$ cat config.mk
export PLATFORM = sky130hd
export DESIGN_NAME = ic_resp_merge
export DESIGN_NICKNAME = d
export VERILOG_FILES = /design/src/rtl/ic_resp_merge.sv
export SDC_FILE = /design/constraint.sdc
export NUM_CORES = 1
export LEC_CHECK = 0
export ABC_AREA = 0
export CORE_MARGIN = 3
export CORE_UTILIZATION = 34
export CTS_CLUSTER_DIAMETER = 40
export DETAILED_ROUTE_END_ITERATION = 12
export PLACE_DENSITY = 0.51
export SLEW_MARGIN = 10
export SYNTH_ARGS = -nofsm -noshare
export SYNTH_HDL_FRONTEND = slang
export SYNTH_SLANG_ARGS = --single-unit
$ cat constraint.sdc
create_clock -name tb_clk -period 7.3 [get_ports tb_clk]
set_input_delay 1.46 -clock tb_clk [delete_from_list [all_inputs] [get_ports tb_clk]]
set_output_delay 1.46 -clock tb_clk [all_outputs]
set_load 0.02 [all_outputs]
$ cat src/rtl/ic_resp_merge.sv
// ic_resp_merge: merges boot ROM and L2 fetch responses into one icache grant stream
// Optional feature: define IC_RESP_MERGE_STATS_EN to enable the per-source delivery counters.
// Ports:
//   tb_clk, tb_rstn                  clock, async active-low reset
//   brom_valid_i/brom_data_i         boot ROM response pulse + line (no ready)
//   l2_valid_i/l2_data_i             L2 response pulse + line (no ready)
//   resp_valid_o/resp_data_o/resp_src_o  merged grant (src 0 = boot ROM, 1 = L2)
//   count_o                          queue occupancy
//   overflow_o/drop_cnt_o            sticky drop flag, saturating drop count
//   stat_brom_cnt_o/stat_l2_cnt_o    delivered responses per source
module ic_resp_merge #(
  parameter int DATA_W = 128,
  parameter int DEPTH  = 4
) (
  input  logic                     tb_clk,
  input  logic                     tb_rstn,
  input  logic                     brom_valid_i,
  input  logic [DATA_W-1:0]        brom_data_i,
  input  logic                     l2_valid_i,
  input  logic [DATA_W-1:0]        l2_data_i,
  output logic                     resp_valid_o,
  output logic [DATA_W-1:0]        resp_data_o,
  output logic                     resp_src_o,
  output logic [$clog2(DEPTH):0]   count_o,
  output logic                     overflow_o,
  output logic [7:0]               drop_cnt_o,
  output logic [15:0]              stat_brom_cnt_o,
  output logic [15:0]              stat_l2_cnt_o
);
  localparam int AW = $clog2(DEPTH);
  localparam int CW = AW + 1;
  logic [DATA_W:0] mem [DEPTH];
  logic [AW-1:0]   wptr, rptr, l2_addr;
  logic            pop, acc_b, acc_l;
  logic [CW-1:0]   free;
  logic [1:0]      n_push, n_drop;
  logic [8:0]      drop_sum;
  // A pop at this edge frees its slot for a same-edge push.
  always_comb begin
    pop      = count_o != '0;
    free     = CW'(DEPTH) - count_o + CW'(pop);
    acc_b    = brom_valid_i && free != '0;
    acc_l    = l2_valid_i && free > CW'(acc_b);
    n_push   = 2'(acc_b) + 2'(acc_l);
    n_drop   = 2'(brom_valid_i & ~acc_b) + 2'(l2_valid_i & ~acc_l);
    l2_addr  = acc_b ? wptr + AW'(1) : wptr;
    drop_sum = 9'(drop_cnt_o) + 9'(n_drop);
  end
  always_ff @(posedge tb_clk) begin
    if (tb_rstn && acc_b) mem[wptr] <= {1'b0, brom_data_i};
    if (tb_rstn && acc_l) mem[l2_addr] <= {1'b1, l2_data_i};
  end
  always_ff @(posedge tb_clk or negedge tb_rstn) begin
    if (!tb_rstn) begin
      wptr         <= '0;
      rptr         <= '0;
      count_o      <= '0;
      resp_valid_o <= 1'b0;
      resp_data_o  <= '0;
      resp_src_o   <= 1'b0;
      overflow_o   <= 1'b0;
      drop_cnt_o   <= '0;
    end else begin
      wptr         <= wptr + AW'(n_push);
      rptr         <= rptr + AW'(pop);
      count_o      <= count_o + CW'(n_push) - CW'(pop);
      resp_valid_o <= pop;
      if (pop) {resp_src_o, resp_data_o} <= mem[rptr];
      if (n_drop != '0) overflow_o <= 1'b1;
      drop_cnt_o   <= drop_sum[8] ? 8'hFF : drop_sum[7:0];
    end
  end
`ifdef IC_RESP_MERGE_STATS_EN
  always_ff @(posedge tb_clk or negedge tb_rstn) begin
    if (!tb_rstn) begin
      stat_brom_cnt_o <= '0;
      stat_l2_cnt_o   <= '0;
    end else if (pop) begin
      if (mem[rptr][DATA_W]) stat_l2_cnt_o <= stat_l2_cnt_o + 16'd1;
      else stat_brom_cnt_o <= stat_brom_cnt_o + 16'd1;
    end
  end
`else
  assign stat_brom_cnt_o = '0;
  assign stat_l2_cnt_o   = '0;
`endif
endmodule

==> results of run 1 <==
==> cells in the mapped netlist, drive strengths merged (6+ instances only) <==
library cell / number
inv: 142
xnor2: 10
mux4: 129
nor2: 8
edfxtp: 512
ha: 14
nand3: 6
mux2i: 514
buf: 143
and3: 7
dfrtp: 146
nand2: 905
clkbuf: 64
==> cell usage in the layout (no fill, tap or decap), types with 17 or more instances in the layout <==
master | netlist | layout
mux4_2 | 129 | 129
clkdlybuf4s50_1 | 0 | 400
dfrtp_1 | 146 | 144
clkbuf_1 | 64 | 24
conb_1 | 2 | 33
nand2_1 | 905 | 903
edfxtp_1 | 512 | 512
clkinv_2 | 0 | 22
buf_12 | 0 | 17
inv_1 | 142 | 142
mux2i_1 | 514 | 514
clkbuf_16 | 0 | 137
==> cell families after synthesis <==
kind of cell	after synthesis	synth area share, %
AO/OA/AOI/OAI	16	0.346
XOR/XNOR	11	0.292
adder cells (fa/ha/maj)	16	0.653
buffers and inverters	350	5.34
flip-flops	662	58.0
multiplexers	643	24.4
other	2	0.0228
AND/OR/NAND/NOR	942	10.9
==> flip-flops by register name, summed over array words and instances (netlist names) <==
register / flops
resp_valid_o: 1
rptr: 2
mem: 516
resp_src_o: 1
resp_data_o: 128
drop_cnt_o: 8
count_o: 3
wptr: 2
overflow_o: 1
==> metal layers <==
metal / part of all wire [%] / vias to the layer above / wire [µm] / track usage, %
met3: 6.5 / 176 / 6730 / 4.54
met5: 0.092 / - / 95 / 0
li1: - / 9987 / - / -
met4: 2.5 / 12 / 2610 / 7.37
met1: 41 / 11200 / 42800 / 25.8
met2: 50 / 805 / 51300 / 34.4
==> power by group <==
group / internal, W / switching (W)
combinational: 0.00236 / 0.00332
sequential: 0.00527 / 0.000496
clock: 0.00394 / 0.00209
==> through the flow <==
stage / setup WS [ns] / instance area, µm² / utilization [%]
2_1_floorplan: 0.900 / 33100 / -
3_3_place_gp: 1.63 / 38000 / 39.7
3_5_place_dp: 1.60 / 38000 / 39.7
4_1_cts: 2.13 / 42500 / 44.4
5_1_grt: 1.93 / 42500 / 44.4
6_report: 2.17 / 42500 / 44.4
==> worst max-delay path: cells and delay by family, from the launching register on <==
| kind | cells | cell delay (ns) |
|---|---|---|
| AOI/OAI and AO/OA | 2 | 0.78 |
| and+or+nand+nor | 4 | 1.45 |
| adders and majority gates | 1 | 0.25 |
| DFF | 1 | 0.48 |
| buffers and inverters | 3 | 1.57 |
==> layout make-up <==
class | instances | share of cell area (%)
antenna | 4 | 0.0236
clock buffer | 173 | 8.67
clock inverter | 73 | 1.90
inverter | 143 | 1.28
multi-input combinational | 1661 | 28.9
sequential | 662 | 45.0
tap | 1265 | 3.73
timing repair buffer | 432 | 10.5
==> worst max-delay path by stage <==
stage / from / to / slack, ns / cells past startpoint
after floorplan: brom_valid_i / mem[3][0] / 0.90 / 11
after global placement: brom_valid_i / mem[3][51] / 1.63 / 9
after detailed placement: brom_valid_i / mem[3][51] / 1.60 / 9
after CTS: count_o[0] / mem[3][63] / 2.13 / 10
after global routing: count_o[0] / mem[3][63] / 1.93 / 10
final: count_o[0] / mem[3][63] / 2.17 / 10
==> results.cfg, run 1 <==
[status]
status = finished, final reports clean

[routing]
wl_per_cell_um = 23.5
drcViolationCount = 0
routed_via_density = 5.04
routed_wl_mm = 104
drt_iter0_markers = 1685
dr.pass1.iters = 7
drt.antenna.violating_nets = 0
vias = 22200

[place]
place_inst = 4163
gp_congestion = 0.779
hpwl_mm = 57.7
place.port_buffers = 401

[synthesis]
yosysTopAreaCell = edfxtp_1
yosysSeqAreaShare_pct = 58.0
ys_types = 36
synth_flop_cell = edfxtp_1
netlist.area_leader.share_pct = 46.7
synthArstFlopShare_pct = 22.1
synthCells = 2642
ys.warnings.count = 0
synth_edf_count = 512
avgSynthCellArea_um2 = 12.5
synthTopCellsByArea = edfxtp_1, mux2i_1, dfrtp_1, nand2_1, mux4_2
synth_seq_cells = 662
syn_area_mm2 = 0.0330

[job]
maxCapViolations = 0

[floorplanning]
coreArea_mm2 = 0.0956
die_area_mm2 = 0.101
ios = 434
dieWidth_um = 317
die_y_um = 317
initial_core_util_pct = 34.5
rows = 113

[worst_setup_path]
crit_chain = nor3_2, buf_4, inv_6, nand2b_1, ha_1, o211a_1, nand3b_1, a21o_4, nand2_4, buf_12
cp_max_fo = 77
worstPathRequired_ns = 7.64
worstReg2RegStart = count_o[0]
crit_arrival_ns = 5.46
crit_path_end_kind = flop
reg2reg_to = mem[3][63]
path_class = flop to flop
r2r_slack_ns = 2.17
cpPeakStageDelay_ns = 0.68
slowest_stage = buf_4
startpoint_type = flop
r2r_cells = 10

[pwr]
ir_worst_vdd_v = 0.000260
p_per_area_mw_per_mm2 = 411
finalPower_w = 0.0175
p_leak_nw = 17.7

[clock_tree]
clk_pin_slew_ns = 0.05
cts_inserted_buffers = 132
htreeDepth = 4
post_cts_resized = 0
cts-root-buf = clkbuf_16
tritoncts = built
clk_path_buf_depth = 3
clkLatencyLatePin_ns = 0.72
cts_sinks = 662
postCtsHoldBufs = 0
cts_setup_buffers = 0

[layout]
multi_input_area_mm2 = 0.0123
fillerInstances = 8853
final_cells = 4413
area_growth_syn_to_layout_pct = 28.9
drive_above_1_share_pct = 12.4
layout.nets = 3308
regArea_mm2 = 0.0191

[timing]
clock.fmax_mhz = 195
tightest_slew_ns = 1.10
finClkSkew_ns = 0.0322
fin_crit_ns = 5.13
fin_setup_tns_ns = 0
finalSetupViolations = 0
period_share_pct = 70.2
hold_ws_ns = 0.463
timing.final.max_slew_violations = 0
hold_violations = 0
grt_setup_unrepaired = false
slew_headroom_pct = 26.3

[min_path]
min_to = resp_data_o[13]
hold_path_depth = 2
min_path_type = flop to flop
worstHoldStart = resp_data_o[13]

[global_route]
grt_max_degree = 130
track_usage_pct = 20.4
grt_pass1_vias = 23600
grt_overflow_total = 0
grt_pass1_wl_mm = 151
antenna_found_initial = 10
Power figures use the tool's default switching activity.
==> run 2, diff against run 1 <==
--- a/config.mk
+++ b/config.mk
@@ -10,7 +10,7 @@
 export CORE_UTILIZATION = 34
 export CTS_CLUSTER_DIAMETER = 40
 export DETAILED_ROUTE_END_ITERATION = 12
-export PLACE_DENSITY = 0.51
+export PLACE_DENSITY = 0.53
 export SLEW_MARGIN = 10
 export SYNTH_ARGS = -nofsm -noshare
 export SYNTH_HDL_FRONTEND = slang
==> constraint.sdc (replaced) <==
create_clock -name tb_clk -period 4.3 [get_ports tb_clk]
set_input_delay 0.86 -clock tb_clk [delete_from_list [all_inputs] [get_ports tb_clk]]
set_output_delay 0.86 -clock tb_clk [all_outputs]
set_load 0.02 [all_outputs]
==> run 2 against run 1 <==
  * Core utilization rose by 0.67 points
  * Largest cell class unchanged
  * Clock skew is 0.0021 ns lower
  * Hold slack got worse by 0.37 ns
  * Highest routed layer unchanged
  * Wire length rose by 2.0%
  * Largest power group unchanged
==> results.cfg, run 2 (synthesis gave the netlist of run 1 again) <==
[status]
status = finished, final reports clean

[clock_tree]
clk_path_buf_depth = 3
post_cts_resized = 0
clk_pin_slew_ns = 0.05
cts_setup_buffers = 0
cts_sinks = 662
clkLatencyLatePin_ns = 0.71
cts-root-buf = clkbuf_16
htreeDepth = 4
postCtsHoldBufs = 0
tritoncts = built
cts_inserted_buffers = 130

[global_route]
track_usage_pct = 20.9
grt_pass1_wl_mm = 155
grt_max_degree = 94
antenna_found_initial = 9
grt_pass1_vias = 24200
grt_overflow_total = 0

[routing]
wl_per_cell_um = 23.7
drt.antenna.violating_nets = 0
routed_via_density = 5.09
drcViolationCount = 0
routed_wl_mm = 106
dr.pass1.iters = 6
drt_iter0_markers = 1952
vias = 22600

[pwr]
switching_share_pct = 33.7
comb_power_share_pct = 33.7
p_leak_nw = 18.0
power.internal_w = 0.0200
ir_worst_vdd_v = 0.000367
seq_power_share_pct = 32.2
p_per_area_mw_per_mm2 = 701
clkPwrFrac_pct = 34.1
power.switching_w = 0.0102

[floorplanning]
die_area_mm2 = 0.101
dieWidth_um = 317
rows = 113
die_y_um = 317
ios = 434
initial_core_util_pct = 34.5
coreArea_mm2 = 0.0956

[place]
place_inst = 4204
hpwl_mm = 62.2
gp_congestion = 0.763
place.port_buffers = 401
pre_cts_ws_ns = 0.518

[timing]
period_share_pct = 80.9
finClkSkew_ns = 0.0301
tightest_slew_ns = 0.993
setup_ws_ns = 0.821
grt_setup_unrepaired = false
fin_setup_tns_ns = 0
finalSetupViolations = 0
slew_headroom_pct = 33.8
timing.final.max_slew_violations = 0
clock.fmax_mhz = 287
fin_crit_ns = 3.48
hold_violations = 0

[layout]
final_cell_mix = nand2_1, mux2i_1, edfxtp_1
final_util_pct = 45.1
final_common_cell = nand2_1
final_cells = 4450
largest_reg_flops = 516
area_growth_syn_to_layout_pct = 30.9
fillerInstances = 8790
drive_above_1_share_pct = 13.7
top_regs = mem (516), resp_data_o (128), drop_cnt_o (8)
regArea_mm2 = 0.0191
multi_input_area_mm2 = 0.0123
top_register = mem
layout.nets = 3347

[worst_setup_path]
cp_max_fo = 5
startpoint_type = flop
crit_path_end_kind = flop
crit_arrival_ns = 4.04
r2r_cells = 13
path_class = flop to flop
worstPathRequired_ns = 4.86

[job]
maxCapViolations = 0

[min_path]
min_path_type = input port to async pin
[run 2: cell types whose count changed in the layout (fill, tap and decap cells not counted), moves of 4 or more]
cell / change
inv_16: -4
clkbuf_1: -11
buf_12: +26
inv_6: +8
bufinv_16: +5
buf_4: +15
[run 2: final cells by class]
type	count	share of cell area, %
clock inverters	84	2.21
flip-flops and latches	662	44.3
inverters	143	1.26
well taps	1265	3.67
repair buffers	473	11.8
diodes	6	0.0348
multi-input cells	1661	28.5
clock buffers	156	8.18
[run 2: power by group through the flow]
stage	clock, W	combinational (W)	sequential, W
6_report	0.0103	0.0102	0.00972
5_1_grt	0.0108	0.0109	0.00988
4_1_cts	0.0105	0.0104	0.00975
2_1_floorplan	0	0.00548	0.0102
3_5_place_dp	0	0.0104	0.00985
3_3_place_gp	0	0.0103	0.00978
[run 2: worst paths after layout]
| check | startpoint | to | slack [ns] |
|---|---|---|---|
| min in group tb_clk | mem[3][128] | mem[3][128] | 0.46 |
| setup reg to reg | count_o[1] | drop_cnt_o[1] | 0.82 |
| max in group asynchronous | tb_rstn | resp_data_o[86] | 2.83 |
| hold reg to reg | mem[3][128] | mem[3][128] | 0.46 |
| setup / recovery | count_o[1] | drop_cnt_o[1] | 0.82 |
| hold / removal | tb_rstn | resp_data_o[9] | 0.1 |
[run 2: metal layers]
| layer | part of all wire, % | GRT usage, % | vias up |
|---|---|---|---|
| li1 | - | - | 10100 |
| met1 | 40 | 26.3 | 11500 |
| met2 | 50 | 35.1 | 870 |
| met3 | 6.7 | 4.53 | 183 |
| met4 | 3.2 | 8.31 | 6 |
| met5 | 0.032 | 0 | - |
[run 2: stage by stage]
step	total power [W]	hold WS (ns)	cell area, µm²
finish	0.0302	0.0964	43100
global route	0.0316	0.0884	43100
CTS	0.0306	0.0636	43100
detailed placement	0.0202	0.451	38600
global placement	0.0201	0.449	38600
floorplan	0.0157	0.430	33100
[run 2: worst max-delay path, cell delays in order (launching register included)]
cell and delay [ns]:
dfrtp_1 0.43, inv_1 0.11, ha_1 0.26, o41ai_2 0.36
a31oi_2 0.08, ha_1 0.32, o211a_1 0.24, nand2_1 0.10
ha_1 0.24, ha_1 0.22, fa_1 0.46, and3_1 0.21
nand3_1 0.20, nand2b_1 0.10
